===== config.mk =====
export PLATFORM = sky130hd
export DESIGN_NAME = fc_argmax
export DESIGN_NICKNAME = d
export VERILOG_FILES = /design/src/rtl/fc_argmax.sv
export SDC_FILE = /design/constraint.sdc
export NUM_CORES = 1
export LEC_CHECK = 0
export BUFFER_PORTS_ARGS = -buffer_cell sky130_fd_sc_hd__buf_2
export CAP_MARGIN = 20
export CELL_PAD_IN_SITES_DETAIL_PLACEMENT = 1
export CELL_PAD_IN_SITES_GLOBAL_PLACEMENT = 2
export CORE_AREA = 5 5 354 356
export CTS_BUF_LIST = sky130_fd_sc_hd__clkbuf_16
export CTS_CLUSTER_DIAMETER = 150
export DETAILED_ROUTE_END_ITERATION = 8
export DIE_AREA = 0 0 359 361
export PLACE_DENSITY_LB_ADDON = 0.2
export SYNTH_ARGS = -nofsm -noshare
export SYNTH_HDL_FRONTEND = slang
export SYNTH_SLANG_ARGS = --single-unit

===== constraint.sdc =====
create_clock -name clk -period 4.4 [get_ports clk]
set_clock_uncertainty 0.05 [all_clocks]
set_input_delay 0.88 -clock clk [delete_from_list [all_inputs] [get_ports clk]]
set_output_delay 0.88 -clock clk [all_outputs]
set_load 0.02 [all_outputs]

===== src/rtl/fc_argmax.sv =====
// Final LeNet stage: reads the FC-2 score word from fm_bram_1 port B, scans the
// class lanes one per cycle and reports the highest-scoring class (lowest index wins ties).
module fc_argmax #(
   parameter int N_CLASS     = 10,
   parameter int W_SCORE     = 16,
   parameter int RESULT_ADDR = 0,
   parameter int WORD_W      = 896
) (
   input  logic                clk,
   input  logic                rst,
   input  logic                argmax_en,
   output logic                fm_bram_1_enb,
   output logic [6:0]          fm_bram_1_addrb,
   input  logic [WORD_W-1:0]   fm_bram_1_doutb,
   input  logic                fm_bram_1_rdb_vld,
   output logic [3:0]          class_idx,
   output logic [W_SCORE-1:0]  class_score,
   output logic                result_vld,
   output logic                argmax_finish
);

   typedef enum logic [2:0] {IDLE, READ, WAIT, SCAN, DONE} state_t;

   state_t                     state;
   logic                       en_d;
   logic                       en_p;
   logic [3:0]                 lane;
   logic [W_SCORE-1:0]         lanes_q [N_CLASS];
   logic signed [W_SCORE-1:0]  best;
   logic [3:0]                 best_idx;

   logic signed [W_SCORE-1:0]  lane_val;
   logic                       better;
   logic signed [W_SCORE-1:0]  nxt_best;
   logic [3:0]                 nxt_idx;
   logic                       unused_upper;

   // Only the low N_CLASS lanes of the BRAM word carry scores.
   assign unused_upper = ^fm_bram_1_doutb[WORD_W-1:N_CLASS*W_SCORE];

   always_comb begin
      lane_val = $signed(lanes_q[lane]);
      better   = lane_val > best;
      nxt_best = better ? lane_val : best;
      nxt_idx  = better ? lane : best_idx;
   end

   always_ff @(posedge clk or negedge rst) begin
      if (!rst) begin
         state           <= IDLE;
         en_d            <= 1'b0;
         en_p            <= 1'b0;
         lane            <= '0;
         best            <= '0;
         best_idx        <= '0;
         fm_bram_1_enb   <= 1'b0;
         fm_bram_1_addrb <= '0;
         class_idx       <= '0;
         class_score     <= '0;
         result_vld      <= 1'b0;
         argmax_finish   <= 1'b0;
         for (int i = 0; i < N_CLASS; i++) lanes_q[i] <= '0;
      end else begin
         en_d          <= argmax_en;
         en_p          <= argmax_en & ~en_d;
         fm_bram_1_enb <= 1'b0;
         result_vld    <= 1'b0;
         // Dropping the enable aborts at once; a fresh rising edge restarts from READ.
         if (!argmax_en) begin
            state <= IDLE;
         end else if (en_p) begin
            state           <= READ;
            fm_bram_1_enb   <= 1'b1;
            fm_bram_1_addrb <= 7'(RESULT_ADDR);
            argmax_finish   <= 1'b0;
         end else begin
            case (state)
               READ: state <= WAIT;
               WAIT: begin
                  if (fm_bram_1_rdb_vld) begin
                     for (int i = 0; i < N_CLASS; i++)
                        lanes_q[i] <= fm_bram_1_doutb[i*W_SCORE +: W_SCORE];
                     best     <= $signed(fm_bram_1_doutb[W_SCORE-1:0]);
                     best_idx <= '0;
                     lane     <= 4'd1;
                     state    <= SCAN;
                  end
               end
               SCAN: begin
                  best     <= nxt_best;
                  best_idx <= nxt_idx;
                  if (lane == 4'(N_CLASS-1)) begin
                     class_idx     <= nxt_idx;
                     class_score   <= nxt_best;
                     result_vld    <= 1'b1;
                     argmax_finish <= 1'b1;
                     state         <= DONE;
                  end else begin
                     lane <= lane + 4'd1;
                  end
               end
               DONE:    state <= IDLE;
               default: state <= IDLE;
            endcase
         end
      end
   end

endmodule


==> summary.md <==
| Metric | Value |
|---|---|
| # port buffers | 186 |
| Sw Ratio | 35.3% |
| CP Capture Point | best_idx[1] |
| Die width | 359 um |
| Fin worst setup slack | 0.252 ns |
| Mapped Avg Cell Area | 9.38 sq um |
| Capture instance of the worst register-to-register path | best_idx[1] |
| RSZ-0062 raised after global routing | false |
| Pin count of the biggest net entering global routing | 92 |
| Vias per inst | 2.85 |
| Power share of the clock group | 34.2% |
| Post-CTS Setup Bufs | 0 |
| Routed vias | 8,364 |
| Core area | 121,000 sq um |
| DP HPWL | 39,700 um |
| P&R area growth vs syn | 42.4% |
| FMAX | 241 MHz |
| Row count | 128 |
| Footprint of the multi-input gates | 4290 sq um |
| First-pass GRT wire length | 72,800 um |
| Min Tclk post-route | 4.15 ns |
| Final max-slew violation count | 0 |
| R2R Setup Slk | 0.25 ns |
| Yosys cell types | 52 |
| Drc violations | 0 |
| Non-filler cells, final | 2,933 |
| Hold Path Class | input pin to async pin |
| Final TNS setup | 0 ns |
| Root Driver | clkbuf_16 |
| TritonRoute pass-1 iters | 5 |
| WL/cell | 17.6 um |
| Sequential share of power | 34.3% |
| Setup crit start kind | flip-flop |
| Worst Setup End Kind | flip-flop |
| Fin. Hold Viols | 0 |
| CTS sink count | 212 |
| Critical R2R Launch | lane[2] |
| Tcrit/Tclk final | 94.3% |
| Area share of the leading cell type in the synthesized netlist | 52.9% |
| Vias in the first global route | 9,470 |
| Count leader, synth | nand2_1 |
| Pre-CTS setup slack | 0.147 ns |
| CP Class | flip-flop to flip-flop |
| Die H | 361 um |
| Post-synth top cells | nand2_1, dfrtp_1, nand3_1 |
| Yosys warnings | 0 |
| Max_cap viols | 0 |
| DRT Wirelength | 51,600 um |
| Mapped Area | 10,000 sq um |
| Comb power frac | 31.5% |
| Sequential cell area | 5310 sq um |
| Total global routing overflow | 0 |
| CTS buffer count | 35 |
| Post-synth top flop | dfrtp_1 |
| GPL Wtd Cong | 0.677 |
| Nets | 2,202 |
| CTS H-Tree Depth | 2 |
| NetSw | 2760 uW |
| CP Data Required Time | 4.84 ns |
| Share of cells above drive strength 1 | 26.6% |
| Post-synth EDFFs | 0 |
| Power Density | 549 nW/um^2 |
| CTS Hold Buffers Added | 0 |
| Iteration-0 DRC Markers | 383 |
| # setup viols final | 0 |
| Placed insts | 2,872 |
| Clk slew on worst S/H paths | 0.06 ns |
| Total Routing Usage GR | 7.85% |
| WP data arrival | 4.59 ns |
| Initial Utilization | 8.25% |
| Async set or reset register ratio after synthesis | 100% |
| Post-CTS Resized | 0 |
| Sequential share of the synthesized area | 52.9% |
| LEAKAGE | 0.00677 uW |
| Clock latency on the worst-skew pair | 0.55 ns |
| Clock buffer depth | 3 |
| Worst vdd ir | 222 uV |
| Synth top area cells | dfrtp_1, nand2_1, mux4_2, mux2i_1, ha_1 |
| Worst relative slew slack | 40.4% |
| Cell internal pwr | 5060 uW |
| Post-Synthesis Cells | 1,068 |
| CTS tree | yes |
| Outcome | complete, no violations |
| Worst slew pin tran | 0.895 ns |
| Placed instance area | 13,200 sq um |
| Initial antenna violation count | 8 |
| Die Area | 130,000 sq um |
| CP Launch Point | lane[2] |
| Dominant cell type by area after synthesis | dfrtp_1 |
| Top-level I/O count | 930 |
| Post-route design area | 14,300 sq um |
| Reg2Reg Depth | 14 |
| Synth Register Bits | 212 |
| # fillers | 14,400 |
| Post-route ant nets | 0 |
| Crit-path max FO | 11 |
## power groups by stage
stage,clock (uW),sequential (uW),combinational (uW)
final,2680,2680,2460
after global placement,0,2710,2530
after global routing,2910,2740,2750
after CTS,2850,2690,2560
after detailed placement,0,2720,2540
after floorplan,0,2620,1510
## cells in the final DEF (no fill, tap or decap), drive strengths merged, types with 3 or more instances in the layout
cell        n
mux2       16
clkbuf     37
a21oi      11
dfrtp     212
nor2b       3
mux4       16
o21ai       6
a22o        4
nand2     511
o211ai     19
nor2       14
o22ai      15
inv        31
nand3      39
clkinvlp    3
o311ai     16
buf       244
mux2i      34
clkinv      7
conb        7
ha         18
a221o      14
## how the worst min path moves through the flow
stage                              to  depth (start not counted)  from
after floorplan                  en_p                          1  en_d
after global placement           en_p                          1  en_d
after detailed placement         en_p                          1  en_d
after CTS                 lanes_q[74]                          1   rst
after global routing      lanes_q[74]                          1   rst
final                     lanes_q[73]                          1   rst
## worst max-delay path: stages, from the launching register on
cell      delay, ns
dfrtp_1        0.58
or3b_1         0.56
buf_4          0.27
nor2_1         0.20
a21oi_1        0.07
buf_4          0.17
o211ai_1       0.24
ha_1           0.37
nand4_2        0.14
buf_4          0.13
a211oi_1       0.04
a211o_1        0.36
o31a_2         0.39
o21ai_1        0.31
a22o_1         0.19
## sequential cells by signal, indices dropped and copies added, names as in the netlist
signal	cells
en_d	1
fm_bram_1_enb	1
lane	4
best_idx	4
en_p	1
class_idx	4
best	16
result_vld	1
argmax_finish	1
lanes_q	160
state	3
class_score	16
## area by class of cell
| type | instances | share of cell area (%) |
|---|---|---|
| antenna | 1 | 0.0175 |
| clock buffer | 37 | 6.49 |
| multi-input combinational | 771 | 30.1 |
| inverter | 20 | 0.526 |
| clock inverter | 23 | 1.12 |
| sequential | 212 | 37.2 |
| timing repair buffer | 244 | 10.3 |
| tap | 1625 | 14.3 |
## routing by layer
metal / routed length (um) / GRT usage (%)
met3: 2800 / 1.88
met2: 21200 / 11.4
met5: 9 / 0
met1: 26300 / 11.5
met4: 1260 / 2.33
## kinds of logic after synthesis
kind of cell | count (synthesis) | share of synthesized area [%]
flops | 212 | 52.9
other cells | 1 | 0.0374
xor+xnor | 2 | 0.175
simple gates | 583 | 23.1
mux | 66 | 8.79
buf+inv | 91 | 4.57
fa+ha+maj | 18 | 2.25
compound gates | 95 | 8.10
## per-stage QoR
step	hold slack [ns]	utilization (%)	power (uW)
after floorplan	0.328	-	4130
after global placement	0.336	10.9	5240
after detailed placement	0.352	10.9	5260
after CTS	0.330	11.7	8100
after global routing	0.341	11.7	8410
final	0.296	11.7	7830
Power figures use the tool's default switching activity.
